===== src/rtl/prepare_eng_log_ring_ctrl.sv =====
// Prepare-engine log ring controller.
// Admits one log entry per start into circular data and header memories,
// reserving the entry's full beat count and one header slot up front.
// Entries that do not fit are drained (beats accepted and discarded).
// Frees of the oldest entries return beats and slots, clamped at depth.
module prepare_eng_log_ring_ctrl #(
  parameter int LOG_AW = 10,
  parameter int HDR_AW = 6,
  parameter int LEN_W  = 16
) (
  input  logic              clk,
  input  logic              rst,
  input  logic              start_req_ingest,
  input  logic [LEN_W-1:0]  start_req_beats,
  output logic              log_write_done,
  output logic              log_write_dropped,
  output logic              log_len_err,
  input  logic              realign_log_ctrl_rd_val,
  input  logic              realign_log_ctrl_rd_last,
  output logic              log_ctrl_realign_rd_rdy,
  output logic              prep_log_hdr_mem_wr_val,
  input  logic              log_hdr_mem_prep_wr_rdy,
  output logic [HDR_AW-1:0] prep_log_hdr_mem_wr_addr,
  output logic [LOG_AW-1:0] prep_log_hdr_start_addr,
  output logic              prep_log_data_mem_wr_val,
  input  logic              log_data_mem_prep_wr_rdy,
  output logic [LOG_AW-1:0] prep_log_data_mem_wr_addr,
  input  logic              log_free_val,
  input  logic [LEN_W-1:0]  log_free_beats,
  output logic [LOG_AW:0]   log_data_free_cnt,
  output logic [HDR_AW:0]   log_hdr_free_cnt
);

  // Common compare width for beat counts and the data free count.
  localparam int CW = (LEN_W > LOG_AW + 1) ? LEN_W : LOG_AW + 1;
  // Header count arithmetic width (one guard bit above the count).
  localparam int HW = HDR_AW + 2;

  // Data depth D and header depth H, used as clamp limits.
  localparam logic [CW:0] DEPTH_D = {{(CW - LOG_AW){1'b0}}, 1'b1, {LOG_AW{1'b0}}};
  localparam logic [HW-1:0] DEPTH_H = {1'b0, 1'b1, {HDR_AW{1'b0}}};

  typedef enum logic [1:0] {
    D_READY   = 2'd0,
    D_WRITING = 2'd1,
    D_DRAIN   = 2'd2
  } data_state_t;

  typedef enum logic {
    H_WAITING = 1'b0,
    H_WR_HDR  = 1'b1
  } hdr_state_t;

  data_state_t r_data_state;
  data_state_t w_data_state_next;
  hdr_state_t  r_hdr_state;
  hdr_state_t  w_hdr_state_next;

  logic [LOG_AW-1:0] r_data_wr_ptr;
  logic [HDR_AW-1:0] r_hdr_wr_ptr;
  logic [LOG_AW:0]   r_data_free;
  logic [HDR_AW:0]   r_hdr_free;

  // Context of the entry in flight.
  logic [LEN_W-1:0]  r_beats;
  logic [LOG_AW-1:0] r_start;
  logic [HDR_AW-1:0] r_slot;
  logic [LEN_W-1:0]  r_n;
  logic              r_excess;
  logic              r_len_err;

  logic              w_done;
  logic              w_admit;
  logic              w_fit;
  logic              w_admit_fit;
  logic              w_admit_drop;
  logic [LEN_W-1:0]  w_req_beats;
  logic              w_in_range;
  logic              w_rd_rdy;
  logic              w_wr_val;
  logic              w_hdr_val;
  logic              w_beat_acc;
  logic [LEN_W-1:0]  w_n_final;
  logic              w_excess_final;
  logic [LOG_AW-1:0] w_wr_addr;
  logic [LOG_AW-1:0] w_entry_end;
  logic [CW:0]       w_data_sum;
  logic [LOG_AW:0]   w_data_free_next;
  logic [HW-1:0]     w_hdr_sum;
  logic [HDR_AW:0]   w_hdr_free_next;

  assign w_done      = (r_data_state == D_READY) && (r_hdr_state == H_WAITING);
  // Reset is folded in so the combinational drop pulse stays low during reset.
  assign w_admit     = w_done && start_req_ingest && !rst;
  // A zero-length request still occupies one beat.
  assign w_req_beats = (start_req_beats == '0) ? LEN_W'(1) : start_req_beats;
  // Fit decision uses only the registered counts; a same-cycle free cannot help.
  assign w_fit        = (CW'(w_req_beats) <= CW'(r_data_free)) && (r_hdr_free != '0);
  assign w_admit_fit  = w_admit && w_fit;
  assign w_admit_drop = w_admit && !w_fit;

  // Beats beyond the reserved count are swallowed without writing.
  assign w_in_range     = (r_n < r_beats);
  assign w_wr_addr      = r_start + r_n[LOG_AW-1:0];
  assign w_entry_end    = r_start + r_beats[LOG_AW-1:0];
  assign w_beat_acc     = (r_data_state == D_WRITING) && realign_log_ctrl_rd_val && w_rd_rdy;
  assign w_n_final      = r_n + LEN_W'(w_in_range);
  assign w_excess_final = r_excess || !w_in_range;

  // Net occupancy update: reserve on admit, release on free, clamp at depth.
  assign w_data_sum = {1'b0, CW'(r_data_free)}
                    - (w_admit_fit  ? {1'b0, CW'(w_req_beats)}    : '0)
                    + (log_free_val ? {1'b0, CW'(log_free_beats)} : '0);
  assign w_data_free_next = (w_data_sum > DEPTH_D) ? DEPTH_D[LOG_AW:0] : w_data_sum[LOG_AW:0];

  assign w_hdr_sum = {1'b0, r_hdr_free} - HW'(w_admit_fit) + HW'(log_free_val);
  assign w_hdr_free_next = (w_hdr_sum > DEPTH_H) ? DEPTH_H[HDR_AW:0] : w_hdr_sum[HDR_AW:0];

  // Data FSM next state and beat handshake steering.
  always_comb begin
    w_data_state_next = r_data_state;
    w_rd_rdy          = 1'b0;
    w_wr_val          = 1'b0;
    case (r_data_state)
      D_READY: begin
        if (w_admit_fit) begin
          w_data_state_next = D_WRITING;
        end else if (w_admit_drop) begin
          w_data_state_next = D_DRAIN;
        end
      end
      D_WRITING: begin
        w_rd_rdy = w_in_range ? log_data_mem_prep_wr_rdy : 1'b1;
        w_wr_val = w_in_range && realign_log_ctrl_rd_val;
        if (realign_log_ctrl_rd_val && w_rd_rdy && realign_log_ctrl_rd_last) begin
          w_data_state_next = D_READY;
        end
      end
      D_DRAIN: begin
        w_rd_rdy = 1'b1;
        if (realign_log_ctrl_rd_val && realign_log_ctrl_rd_last) begin
          w_data_state_next = D_READY;
        end
      end
      default: begin
        w_data_state_next = D_READY;
      end
    endcase
  end

  // Header FSM next state and header write request.
  always_comb begin
    w_hdr_state_next = r_hdr_state;
    w_hdr_val        = 1'b0;
    case (r_hdr_state)
      H_WAITING: begin
        if (w_admit_fit) begin
          w_hdr_state_next = H_WR_HDR;
        end
      end
      H_WR_HDR: begin
        w_hdr_val = 1'b1;
        if (log_hdr_mem_prep_wr_rdy) begin
          w_hdr_state_next = H_WAITING;
        end
      end
      default: begin
        w_hdr_state_next = H_WAITING;
      end
    endcase
  end

  // State registers for both FSMs.
  always_ff @(posedge clk or posedge rst) begin
    if (rst) begin
      r_data_state <= D_READY;
      r_hdr_state  <= H_WAITING;
    end else begin
      r_data_state <= w_data_state_next;
      r_hdr_state  <= w_hdr_state_next;
    end
  end

  // Entry context capture, beat counting and write-pointer advance.
  always_ff @(posedge clk or posedge rst) begin
    if (rst) begin
      r_beats       <= '0;
      r_start       <= '0;
      r_slot        <= '0;
      r_n           <= '0;
      r_excess      <= 1'b0;
      r_data_wr_ptr <= '0;
      r_hdr_wr_ptr  <= '0;
    end else begin
      if (w_admit) begin
        r_beats  <= w_req_beats;
        r_start  <= r_data_wr_ptr;
        r_slot   <= r_hdr_wr_ptr;
        r_n      <= '0;
        r_excess <= 1'b0;
        if (w_fit) begin
          r_hdr_wr_ptr <= r_hdr_wr_ptr + 1'b1;
        end
      end else if (w_beat_acc) begin
        r_n      <= w_n_final;
        r_excess <= w_excess_final;
        // Pointer moves by the reserved length even for short streams.
        if (realign_log_ctrl_rd_last) begin
          r_data_wr_ptr <= w_entry_end;
        end
      end
    end
  end

  // Length-mismatch pulse, raised the cycle after the last accepted beat.
  always_ff @(posedge clk or posedge rst) begin
    if (rst) begin
      r_len_err <= 1'b0;
    end else begin
      r_len_err <= w_beat_acc && realign_log_ctrl_rd_last &&
                   ((w_n_final != r_beats) || w_excess_final);
    end
  end

  // Free-space counters.
  always_ff @(posedge clk or posedge rst) begin
    if (rst) begin
      r_data_free <= DEPTH_D[LOG_AW:0];
      r_hdr_free  <= DEPTH_H[HDR_AW:0];
    end else begin
      r_data_free <= w_data_free_next;
      r_hdr_free  <= w_hdr_free_next;
    end
  end

  assign log_write_done            = w_done;
  assign log_write_dropped         = w_admit_drop;
  assign log_len_err               = r_len_err;
  assign log_ctrl_realign_rd_rdy   = w_rd_rdy;
  assign prep_log_hdr_mem_wr_val   = w_hdr_val;
  assign prep_log_hdr_mem_wr_addr  = r_slot;
  assign prep_log_hdr_start_addr   = r_start;
  assign prep_log_data_mem_wr_val  = w_wr_val;
  assign prep_log_data_mem_wr_addr = w_wr_addr;
  assign log_data_free_cnt         = r_data_free;
  assign log_hdr_free_cnt          = r_hdr_free;

endmodule

===== config.mk =====
export PLATFORM = sky130hd
export DESIGN_NAME = prepare_eng_log_ring_ctrl
export DESIGN_NICKNAME = d
export VERILOG_FILES = /design/src/rtl/prepare_eng_log_ring_ctrl.sv
export SDC_FILE = /design/constraint.sdc
export NUM_CORES = 1
export LEC_CHECK = 0
export CAP_MARGIN = 20
export CORE_MARGIN = 2
export CORE_UTILIZATION = 30
export CTS_BUF_LIST = sky130_fd_sc_hd__clkbuf_4 sky130_fd_sc_hd__clkbuf_8
export DETAILED_ROUTE_END_ITERATION = 8
export GPL_ROUTABILITY_DRIVEN = 0
export HOLD_SLACK_MARGIN = 0.15
export SLEW_MARGIN = 20
export SYNTH_ARGS = -nofsm -noshare
export SYNTH_HDL_FRONTEND = slang
export SYNTH_SLANG_ARGS = --single-unit
export TNS_END_PERCENT = 20

===== constraint.sdc =====
create_clock -name clk -period 13.2 [get_ports clk]
set_clock_uncertainty 0.05 [all_clocks]
set_input_delay 2.64 -clock clk [delete_from_list [all_inputs] [get_ports clk]]
set_output_delay 2.64 -clock clk [all_outputs]
set_load 0.05 [all_outputs]

# [Yosys cells after proc, flatten, opt, wreduce, memory -nomap -nowiden]
# Index checks and enable logic that the tools add are counted.
[word_totals] n_memories=0 romBits=0 latch_bits=0 ram_bits=0 reg_bits=87
[classes] muxes=21 multipliers=0 magnitude_cmp=4 addsub=8 n_bitwise=2 div=0 n_reduce_logical=26 shift=0 n_eq_ne=6
[ops] operator="16-bit two-way mux" n=5
[ops] operator="10-bit adder" n=2
[ops] operator="17-bit by 16-bit adder with 17-bit output" n=1
[ops] operator="17-bit by 11-bit > comparator with 1-bit output, second input constant" n=1
[ops] operator="11-bit by 16-bit subtractor with 17-bit output" n=1
[ops] operator="16-bit by 1-bit adder with 16-bit output" n=1
[ops] operator="16-bit by 11-bit <= comparator with 1-bit output" n=1
[ops] operator="16-bit logical NOT" n=1
[ops] operator="16-bit less-than comparator" n=1
[ops] operator="16-bit inequality test" n=1
[ops] operator="1-bit logical AND" n=14
[ops] operator="11-bit two-way mux" n=1
[ops] operator="8-bit by 1-bit adder with 8-bit output" n=1
[ops] operator="8-bit by 7-bit > comparator with 1-bit output, second input constant" n=1
[ops] operator="2-bit two-way mux" n=4
[ops] operator="7-bit by 1-bit subtractor with 8-bit output" n=1
[ops] operator="1-bit two-way mux" n=7
[ops] operator="7-bit two-way mux" n=1
[ops] operator="7-bit nonzero test" n=1
[ops] operator="6-bit by 1-bit adder with 6-bit output, second input constant" n=1
[ops] operator="2-bit case mux with 3 select lines" n=1
[ops] operator="3-bit AND reduction" n=2
[ops] operator="1-bit case mux with 2 select lines" n=2
[ops] operator="1-bit logical NOT" n=3
[ops] operator="10 further kinds" n=12

# [Longest topological paths before layout]
# Gate-level depths: netlist of the first run.
[logic_depth] ltp_word=10 depth_mapped=24

# [Worst setup path after synthesis of the first run]
# OpenSTA, ideal clock, no wires.
[synth_timing] kind="input-to-output" startpoint="input rst" endpoint="output log_write_dropped" t_required_ns=10.510 path_slack_ns=4.507 cell_stages=3 arrival_time_ns=6.003 path_cell_list="inv_1 nand3_1 a21oi_1"
[synth_between] elab_chain_cells=3
[synth_rtl] item="start: declaration" line_no="12" text="input logic rst,"
[synth_rtl] item="1-bit logical NOT (no source line)"
[synth_rtl] item="1-bit logical AND" line_no="94" text="assign w_admit = w_done && start_req_ingest && !rst;"
[synth_rtl] item="1-bit logical AND" line_no="100" text="assign w_admit_drop = w_admit && !w_fit;"
[synth_rtl] item="end: declaration" line_no="16" text="output logic log_write_dropped,"
# Every way passes these cells.

# [Worst setup path in the final report of the first run]
[layout_timing] startpoint="input start_req_beats[12]" endpoint="output log_write_dropped"
[layout_between] elab_chain_cells=6
[layout_rtl] item="start: declaration" line_no="14" text="input logic [LEN_W-1:0] start_req_beats,"
[layout_rtl] item="16-bit logical NOT" line_no="96" text="assign w_req_beats = (start_req_beats == '0) ? LEN_W'(1) : start_req_beats;"
[layout_rtl] item="16-bit two-way mux (*)" line_no="96"
[layout_rtl] item="16-bit by 11-bit <= comparator with 1-bit output (*)" line_no="98" text="assign w_fit = (CW'(w_req_beats) <= CW'(r_data_free)) && (r_hdr_free != '0);"
[layout_rtl] item="1-bit logical AND (*)" line_no="98"
[layout_rtl] item="1-bit logical NOT (*)" line_no="100"
[layout_rtl] item="1-bit logical AND (*)" line_no="100"
# Mark *: on every way between the ends. The rest lies on a longest branch, timed or not.

==> impl_metrics.env, run 1 <==
export IMPL_status="finished clean"
export IMPL_drive_gt1_share_pct=6.58
export IMPL_top_level_ports=90
export IMPL_synth_main_ff_cell="dfrtp_1"
export IMPL_critPathMaxFanout=4
export IMPL_cts_sinks=87
export IMPL_cts_resized=0
export IMPL_stdcell_count=1200
export IMPL_crit_buf_inv=2
export IMPL_grt_max_degree=76
export IMPL_drv_slew=0
export IMPL_track_usage_pct=15.5
export IMPL_path_clk_slew_ns=0.09
export IMPL_clockRootBuffer="clkbuf_8"
export IMPL_dieArea_um2=25000
export IMPL_worst_setup_path_end_kind="output pin"
export IMPL_timing_rr_start="r_data_state[0]"
export IMPL_synth_area_per_cell_um2=8.89
export IMPL_worstMarginPinSlew_ns=0.956
export IMPL_insertion_delay_ns=0.39
export IMPL_p_per_area_nw_per_um2=122
export IMPL_critPathSlowestCell="clkdlybuf4s50_1"
export IMPL_syn_inst=800
export IMPL_tns_ns=0
export IMPL_maxCapViolCount=0
export IMPL_max_freq_mhz=115
export IMPL_r2r_cells=17
export IMPL_vdd_ir_drop_max_uv=46.4
export IMPL_holdPathStages=2
export IMPL_min_to="prep_log_hdr_start_addr[0]"
export IMPL_utilization_pct=36.3
export IMPL_synth_seq_cells=87
export IMPL_drc=0
export IMPL_arrival_ns=5.99
export IMPL_critical_path_startpoint_type="primary input"
export IMPL_hpwl_mm=14.2
export IMPL_post_cts_buffers=0
export IMPL_coreArea_um2=23400
export IMPL_worst_setup_path_type="in -> out"
export IMPL_slew_headroom_pct=36.3
export IMPL_fp_row_count=56
export IMPL_wl_per_cell_um=15.2
export IMPL_crit_path_cell_trace="clkdlybuf4s50_1 > or4_1 > nor4_1 > a31oi_1 > ha_1 > nor2b_1 > o211ai_1 > a21oi_1 > o211ai_1 > a21oi_1 > clkdlybuf4s50_1"
export IMPL_die_x_um=158
export IMPL_n_antenna_cell=0
export IMPL_overflow=0
export IMPL_rsz0062_at_grt="no"
export IMPL_portBuffers=89
export IMPL_hold_class="reg -> reg"
export IMPL_ys_seq_area_share_pct=30.6
export IMPL_cp_required_ns=10.51
export IMPL_power_leakage_nw=3.88
export IMPL_vias=5865
export IMPL_fin_crit_sh_pct=65.8
export IMPL_synth_edf_count=0
export IMPL_cts_buffers=9
export IMPL_antenna_found_initial=0
export IMPL_routed_via_density=4.89
export IMPL_hold_viol_final=0
export IMPL_min_delay_start="r_data_wr_ptr[0]"
export IMPL_startpoint="start_req_beats[12]"
export IMPL_tritoncts="yes"
export IMPL_setup_viol_count_final=0
export IMPL_drt_wl_total_mm=18.3
export IMPL_grt_first_pass_wirelength_mm=30.0
export IMPL_htreeDepth=3
export IMPL_nets=1013
export IMPL_cpPeakStageDelay_ns=0.87
export IMPL_netlist_cell_type_count=63
export IMPL_cp_top_family="buffers and inverters"
export IMPL_cts_max_path_buffers=2
export IMPL_die_h_um=158
export IMPL_grt_pass1_vias=5662
export IMPL_holdWs_ns=0.421
export IMPL_drt_initial_drc_count=340
export IMPL_start_util_pct=30.4
export IMPL_period_minus_slack_ns=8.68
export IMPL_rrSetupSlack_ns=7.77
export IMPL_rr_endpoint="log_data_free_cnt[10]"
export IMPL_synth_async_reset_ratio_pct=100
export IMPL_syn_to_final_growth_pct=19.5
export IMPL_dp_cells=1185
export IMPL_cts_hold_buf=0
export IMPL_first_pass_iters=4
export IMPL_postRouteAntennaNets=0
export IMPL_ys_warn_count=0
export IMPL_netlist_area_um2=7110
how the worst max path moves through the flow:
| stage | endpoint | slack, ns | cells past startpoint |
|---|---|---|---|
| 6_report | log_write_dropped | 4.52 | 11 |
| 5_1_grt | log_data_free_cnt[8] | 4.27 | 17 |
| 4_1_cts | log_write_dropped | 4.47 | 11 |
| 3_5_place_dp | log_data_free_cnt[10] | 4.38 | 17 |
| 3_3_place_gp | log_data_free_cnt[10] | 4.43 | 17 |
| 2_1_floorplan | log_write_dropped | 4.51 | 3 |
per-stage QoR:
step	area [um^2]	worst slack [ns]	power [mW]
floorplan	7130	4.51	0.716
finish	8500	4.52	1.04
detailed placement	8310	4.38	0.855
global placement	8310	4.43	0.849
CTS	8500	4.47	1.05
global route	8500	4.27	1.12
per-layer routing:
layer	GRT usage, %	wire length [um]
met5	0	0
met1	21.2	8480
met3	2.33	843
met2	25.3	8620
met4	4.55	314
cells by family after synthesis:
kind of cell / after synthesis / synth area share [%]
AO/OA/AOI/OAI: 172 / 15.7
flip-flops: 87 / 30.6
adder cells (fa/ha/maj): 96 / 18.4
other: 1 / 0.0527
AND/OR/NAND/NOR: 265 / 19.8
buffers and inverters: 103 / 5.77
multiplexers: 14 / 2.15
XOR/XNOR: 62 / 7.63
final cells by class:
type | count | area [um^2]
tap | 319 | 399
timing repair buffer | 93 | 921
inverter | 72 | 272
clock buffer | 10 | 131
fill | 2432 | 14900
multi-input combinational | 614 | 4540
clock inverter | 5 | 60.1
sequential | 87 | 2180
sequential cells by signal, summed over array words and instances (netlist names):
register                  count
log_data_free_cnt            11
log_hdr_free_cnt              7
log_len_err                   1
prep_log_hdr_mem_wr_addr      6
prep_log_hdr_start_addr      10
r_beats                      16
r_data_state                  2
r_data_wr_ptr                10
r_excess                      1
r_hdr_state                   1
r_hdr_wr_ptr                  6
r_n                          16
cell usage after synthesis, types with 14 or more instances:
| master | n | area share (%) |
|---|---|---|
| a21o_1 | 14 | 1.5 |
| and3_1 | 16 | 1.4 |
| nand4_1 | 15 | 1.3 |
| and2_1 | 20 | 1.8 |
| inv_1 | 72 | 3.8 |
| a21oi_1 | 45 | 3.2 |
| nand2_1 | 101 | 5.3 |
| dfrtp_1 | 85 | 30 |
| o21ai_0 | 50 | 3.5 |
| nor2_1 | 30 | 1.6 |
| fa_1 | 14 | 3.9 |
| xor2_1 | 26 | 3.2 |
| xnor2_1 | 36 | 4.4 |
| ha_1 | 82 | 14 |
| clkbuf_1 | 26 | 1.4 |
worst reg2reg max path, cell delays in order (launching register included):
cell	delay [ns]
dfrtp_1	0.41
inv_1	0.08
ha_1	0.22
nor2b_1	0.24
and3_2	0.21
buf_4	0.52
and3_1	0.65
and2_1	0.24
fa_1	0.42
inv_1	0.07
ha_1	0.27
nor2b_4	0.15
o31a_1	0.27
o41ai_1	0.39
nand2b_1	0.14
or4_1	0.42
and3_4	0.25
or3_1	0.36
placed cells by master (no fill, tap or decap), types with 8 or more instances in the layout:
| cell type | n |
|---|---|
| a21oi_1 | 45 |
| or3_1 | 13 |
| clkdlybuf4s50_1 | 89 |
| fa_1 | 14 |
| nor2b_1 | 8 |
| a211oi_1 | 10 |
| or4_1 | 8 |
| nor2_1 | 30 |
| nand4_1 | 15 |
| and2_1 | 20 |
| xnor2_1 | 36 |
| clkbuf_8 | 9 |
| xor2_1 | 26 |
| nand3_1 | 9 |
| and3_1 | 15 |
| dfrtp_1 | 85 |
| nor3_1 | 13 |
| a31oi_1 | 8 |
| a21o_1 | 14 |
| ha_1 | 82 |
| o21ai_0 | 50 |
| inv_1 | 71 |
| nand2_1 | 101 |
| mux2_2 | 10 |
report_power, final:
group | total (mW) | switching (mW) | internal (mW)
Sequential | 0.350 | 0.0441 | 0.306
Clock | 0.193 | 0.104 | 0.0889
Combinational | 0.496 | 0.293 | 0.203
Power figures use the tool's default switching activity.
==> run 2: changes to the inputs <==
==> constraint.sdc (replaced) <==
create_clock -name clk -period 7.75 [get_ports clk]
set_clock_uncertainty 0.05 [all_clocks]
set_input_delay 1.55 -clock clk [delete_from_list [all_inputs] [get_ports clk]]
set_output_delay 1.55 -clock clk [all_outputs]
set_load 0.05 [all_outputs]
==> run 2 against run 1 <==
Effect of this change:
- clock power is 81% higher
- register-to-register slack worse by 5.3 ns
- non-clock buffer count is 1 higher
- sequential power is 70% higher
- largest cell class unchanged
- largest power group unchanged
- highest routed layer unchanged
==> impl_metrics.env, run 2 (synthesis gave the netlist of run 1 again) <==
export IMPL_status="finished clean"
export IMPL_fin_ws_ns=0.608
export IMPL_cts_max_path_buffers=2
export IMPL_n_antenna_cell=0
export IMPL_hold_viol_final=0
export IMPL_worst_setup_path_type="in -> reg"
export IMPL_final_common_cell="nand2_1"
export IMPL_drv_slew=0
export IMPL_first_pass_iters=5
export IMPL_critical_path_startpoint_type="primary input"
export IMPL_hold_class="reg -> reg"
export IMPL_grt_busiest_layer="met2"
export IMPL_maxCapViolCount=0
export IMPL_top_level_ports=90
export IMPL_track_usage_pct=15.7
export IMPL_overflow=0
export IMPL_routed_via_density=4.87
export IMPL_met1_usage_pct=21.3
export IMPL_postRouteAntennaNets=0
export IMPL_grt_pass1_vias=5861
export IMPL_cp_required_ns=8.01
export IMPL_final_cell_mix="nand2_1, clkdlybuf4s50_1, dfrtp_1"
export IMPL_dieArea_um2=25000
export IMPL_drc=0
export IMPL_critPathSlowestCell="or4_1"
export IMPL_nets=1014
export IMPL_vdd_ir_drop_max_uv=90.3
export IMPL_tritoncts="yes"
export IMPL_grt_max_degree=66
export IMPL_max_freq_mhz=140
export IMPL_power_leakage_nw=3.90
export IMPL_rrSetupSlack_ns=2.47
export IMPL_insertion_delay_ns=0.38
export IMPL_hpwl_mm=14.5
export IMPL_fp_row_count=56
export IMPL_antenna_found_initial=0
export IMPL_setup_viol_count_final=0
export IMPL_p_per_area_nw_per_um2=210
export IMPL_drt_initial_drc_count=253
export IMPL_grt_use_met3_pct=2.66
export IMPL_coreArea_um2=23400
export IMPL_die_h_um=158
export IMPL_drt_wl_total_mm=18.6
export IMPL_utilization_pct=36.4
export IMPL_path_clk_slew_ns=0.10
export IMPL_start_util_pct=30.4
export IMPL_holdWs_ns=0.420
export IMPL_portBuffers=89
export IMPL_slew_headroom_pct=42.4
export IMPL_grt_met2_usage_pct=26.7
export IMPL_period_minus_slack_ns=7.14
export IMPL_grt_first_pass_wirelength_mm=30.6
export IMPL_worst_setup_path_end_kind="flop"
export IMPL_cts_sinks=87
export IMPL_dp_slack_ns=0.277
export IMPL_wl_per_cell_um=15.5
export IMPL_drive_gt1_share_pct=6.80
export IMPL_cts_resized=0
export IMPL_crit_path_cell_trace="clkdlybuf4s50_1 > or4_1 > nor4_1 > a31oi_1 > ha_1 > nand4_1 > or4_1 > o211ai_1 > and3_1 > and2_1 > fa_1 > inv_1 > ha_1 > nor2b_4 > o31a_1 > o41ai_1 > nand2b_1 > or4_1 > and3_4 > or3_1"
export IMPL_worstMarginPinSlew_ns=0.864
export IMPL_p_total_mw=1.79
export IMPL_cpPeakStageDelay_ns=0.67
export IMPL_htreeDepth=3
export IMPL_tns_ns=0
export IMPL_cts_buffers=9
export IMPL_cts_hold_buf=0
export IMPL_critPathMaxFanout=12
export IMPL_post_cts_buffers=0
export IMPL_die_x_um=158
export IMPL_fin_crit_sh_pct=92.2
export IMPL_vias=5857
export IMPL_syn_to_final_growth_pct=19.9
export IMPL_arrival_ns=7.40
export IMPL_clockRootBuffer="clkbuf_8"
export IMPL_cp_common_cell="or4_1"
export IMPL_rsz0062_at_grt="no"
==> run 2: worst max-delay path, delay by kind of cell <==
kind | cells | cell delay, ns
buffers and inverters | 2 | 0.48
adders and majority gates | 3 | 1.01
and+or+nand+nor | 11 | 3.36
AOI/OAI and AO/OA | 4 | 0.98
==> run 2: metal layers <==
layer  vias up  wire [um]
li1       2942          -
met1      2791       8820
met2       115       8980
met3         9        673
met4         0        134
met5         -          0
==> run 2: worst paths after layout <==
kind                                       startpoint                           to  depth (start not counted)
worst max register to register  log_data_free_cnt[10]        log_data_free_cnt[10]                         17
max in group asynchronous                         rst          log_hdr_free_cnt[5]                          3
worst max-delay path              start_req_beats[12]        log_data_free_cnt[10]                         20
worst min-delay path                 r_data_wr_ptr[8]   prep_log_hdr_start_addr[8]                          2
min in group asynchronous                         rst  prep_log_hdr_mem_wr_addr[2]                          2
worst min register to register       r_data_wr_ptr[8]   prep_log_hdr_start_addr[8]                          2
==> run 2: power by group <==
part / switching (mW) / leakage [nW] / internal, mW
clock network: 0.191 / 0.107 / 0.159
logic: 0.504 / 2.63 / 0.347
registers: 0.0727 / 1.16 / 0.521
total: 0.768 / 3.90 / 1.03
==> run 2: cell type report <==
cell class | instances | area [um^2]
fillers | 2456 | 14900
multi-input cells | 614 | 4540
flip-flops and latches | 87 | 2180
repair buffers | 94 | 928
well taps | 319 | 399
inverters | 72 | 272
clock buffers | 10 | 131
clock inverters | 6 | 76.3
==> run 2: per-stage QoR <==
stage | instances | area, um^2
CTS | 1202 | 8530
global placement | 1186 | 8320
floorplan | 804 | 7130
finish | 1202 | 8530
global route | 1202 | 8530
detailed placement | 1186 | 8320
==> run 3: changes to the inputs <==
--- a/config.mk
+++ b/config.mk
@@ -6,12 +6,16 @@
 export NUM_CORES = 1
 export LEC_CHECK = 0
 export CAP_MARGIN = 20
+export CELL_PAD_IN_SITES_DETAIL_PLACEMENT = 1
+export CELL_PAD_IN_SITES_GLOBAL_PLACEMENT = 2
 export CORE_MARGIN = 2
 export CORE_UTILIZATION = 30
 export CTS_BUF_LIST = sky130_fd_sc_hd__clkbuf_4 sky130_fd_sc_hd__clkbuf_8
+export CTS_CLUSTER_DIAMETER = 100
 export DETAILED_ROUTE_END_ITERATION = 8
 export GPL_ROUTABILITY_DRIVEN = 0
 export HOLD_SLACK_MARGIN = 0.15
+export PLACE_DENSITY_LB_ADDON = 0.1
 export SLEW_MARGIN = 20
 export SYNTH_ARGS = -nofsm -noshare
 export SYNTH_HDL_FRONTEND = slang
==> constraint.sdc (replaced) <==
create_clock -name clk -period 7.75 [get_ports clk]
set_clock_uncertainty 0.05 [all_clocks]
set_input_delay 1.55 -clock clk [delete_from_list [all_inputs] [get_ports clk]]
set_output_delay 1.55 -clock clk [all_outputs]
set_load 0.1 [all_outputs]
==> run 3 against run 2 <==
Effect of this change:
- sequential cell count stayed put
- sequential share of layout area hardly changed
- final cell count hardly changed
- clock power is 7.7% lower
- die area stayed put
- maximum frequency is 0.42% lower
- power is 6.0% higher
- cell area is 0.19% lower
- worst hold slack better by 0.0049 ns
- register-to-register slack worse by 0.02 ns
- core utilization is 0.070 points lower
- wire length is 15% higher
==> impl_metrics.env, run 3 (synthesis gave the netlist of run 1 again) <==
export IMPL_stdcell_count=1203
export IMPL_wl_met1_mm=9.57
export IMPL_setup_viol_count_final=0
export IMPL_cts_resized=0
export IMPL_slew_headroom_pct=30.9
export IMPL_cts_sinks=87
export IMPL_utilization_pct=36.4
export IMPL_post_cts_buffers=0
export IMPL_antenna_found_initial=0
export IMPL_first_pass_iters=4
export IMPL_hold_viol_final=0
export IMPL_max_freq_mhz=139
export IMPL_vias=6054
export IMPL_n_fill_cell=2762
export IMPL_drv_slew=0
export IMPL_coreArea_um2=23400
export IMPL_period_minus_slack_ns=7.17
export IMPL_top_level_ports=90
export IMPL_dp_cells=1187
export IMPL_holdWs_ns=0.425
export IMPL_drt_initial_drc_count=237
export IMPL_rsz0062_at_grt="no"
export IMPL_grt_first_pass_wirelength_mm=35.0
export IMPL_grt_max_degree=64
export IMPL_power_leakage_nw=3.90
export IMPL_nets=1015
export IMPL_syn_to_final_growth_pct=19.6
export IMPL_multi_input_area_um2=4550
export IMPL_internal_power_mw=0.990
export IMPL_cp_required_ns=7.97
export IMPL_die_x_um=158
export IMPL_routed_via_density=5.03
export IMPL_tritoncts="yes"
export IMPL_p_seq_share_pct=31.1
export IMPL_arrival_ns=7.39
export IMPL_wl_per_cell_um=17.8
export IMPL_comb_power_share_pct=51.9
export IMPL_n_antenna_cell=0
export IMPL_wl_met3_um=416
export IMPL_met2_wirelength_mm=11.0
export IMPL_maxCapViolCount=0
export IMPL_regArea_um2=2180
export IMPL_tns_ns=0
export IMPL_clockRootBuffer="clkbuf_8"
export IMPL_swShare_pct=48.0
export IMPL_hpwl_mm=16.9
export IMPL_start_util_pct=30.4
export IMPL_worst_setup_path_type="in -> reg"
export IMPL_vdd_ir_drop_max_uv=97.3
export IMPL_drc=0
export IMPL_final_common_cell="nand2_1"
export IMPL_postRouteAntennaNets=0
export IMPL_cts_hold_buf=0
export IMPL_critical_path_startpoint_type="primary input"
export IMPL_hold_class="reg -> reg"
export IMPL_fp_row_count=56
export IMPL_drive_gt1_share_pct=7.01
export IMPL_die_h_um=158
export IMPL_maxUsedRoutingLayer="met4"
export IMPL_pwr_share_clk_pct=17.0
export IMPL_status="finished clean"
export IMPL_cts_buffers=9
export IMPL_portBuffers=89
export IMPL_overflow=0
export IMPL_path_clk_slew_ns=0.10
export IMPL_worst_setup_path_end_kind="flop"
export IMPL_p_per_area_nw_per_um2=224
export IMPL_cts_max_path_buffers=2
export IMPL_drt_wl_total_mm=21.4
export IMPL_grt_pass1_vias=6635
export IMPL_worstMarginPinSlew_ns=1.03
export IMPL_fin_crit_sh_pct=92.5
export IMPL_insertion_delay_ns=0.39
export IMPL_dieArea_um2=25000
export IMPL_critPathMaxFanout=11
export IMPL_final_cell_mix="nand2_1, clkdlybuf4s50_1, dfrtp_1"
export IMPL_p_total_mw=1.90
export IMPL_track_usage_pct=18.0
export IMPL_htreeDepth=3
export IMPL_p_sw_mw=0.913
==> run 3: power groups by stage <==
stage | registers, mW | clock network [mW] | logic [mW]
6_report | 0.593 | 0.323 | 0.987
5_1_grt | 0.603 | 0.354 | 1.09
2_1_floorplan | 0.717 | 0 | 0.619
3_5_place_dp | 0.605 | 0 | 0.998
3_3_place_gp | 0.600 | 0 | 0.978
4_1_cts | 0.596 | 0.340 | 1.00
==> run 3: worst paths after layout <==
| check | startpoint | endpoint | slack (ns) | cells after the start |
|---|---|---|---|---|
| worst max-delay path | start_req_beats[12] | log_data_free_cnt[9] | 0.58 | 21 |
| worst min-delay path | r_data_wr_ptr[3] | prep_log_hdr_start_addr[3] | 0.42 | 2 |
| worst max register to register | log_data_free_cnt[9] | log_data_free_cnt[9] | 2.45 | 19 |
| worst min register to register | r_data_wr_ptr[3] | prep_log_hdr_start_addr[3] | 0.42 | 2 |
| max in group asynchronous | rst | r_n[8] | 4.87 | 4 |
| min in group asynchronous | rst | r_hdr_wr_ptr[0] | 1.39 | 2 |
==> run 3: final cells by class <==
| class | count | area share [%] |
|---|---|---|
| Multi-Input combinational cell | 614 | 53.5 |
| Timing Repair Buffer | 95 | 11.0 |
| Sequential cell | 87 | 25.6 |
| Inverter | 72 | 3.19 |
| Tap cell | 319 | 4.69 |
| Clock buffer | 9 | 1.46 |
| Clock inverter | 7 | 0.632 |
==> run 3: metal layers <==
| metal | global-route usage [%] | vias to the layer above |
|---|---|---|
| met5 | 0 | - |
| met4 | 5.88 | 0 |
| met3 | 1.59 | 23 |
| met2 | 32.8 | 85 |
| met1 | 22.4 | 3005 |
| li1 | - | 2941 |
==> run 3: worst max-delay path: stages <==
cell and delay (ns):
clkdlybuf4s50_1 0.42, or4_1 0.68, nor4_1 0.23, a31oi_1 0.16, ha_1 0.31, nand4_1 0.09, or4_1 0.40, o211ai_1 0.14
and3_1 0.30, buf_4 0.19, and2_1 0.16, fa_1 0.47, inv_1 0.08, ha_1 0.24, a211oi_1 0.44, o21ai_2 0.18
a21o_2 0.22, a31oi_1 0.19, xor2_1 0.16, nand2_1 0.34, nor4b_1 0.43
==> run 3: stage by stage <==
stage / worst slack [ns] / cell area (um^2)
finish: 0.578 / 8510
global placement: 0.316 / 8330
global route: 0.210 / 8510
detailed placement: 0.134 / 8330
floorplan: 0.537 / 7130
CTS: 0.538 / 8510
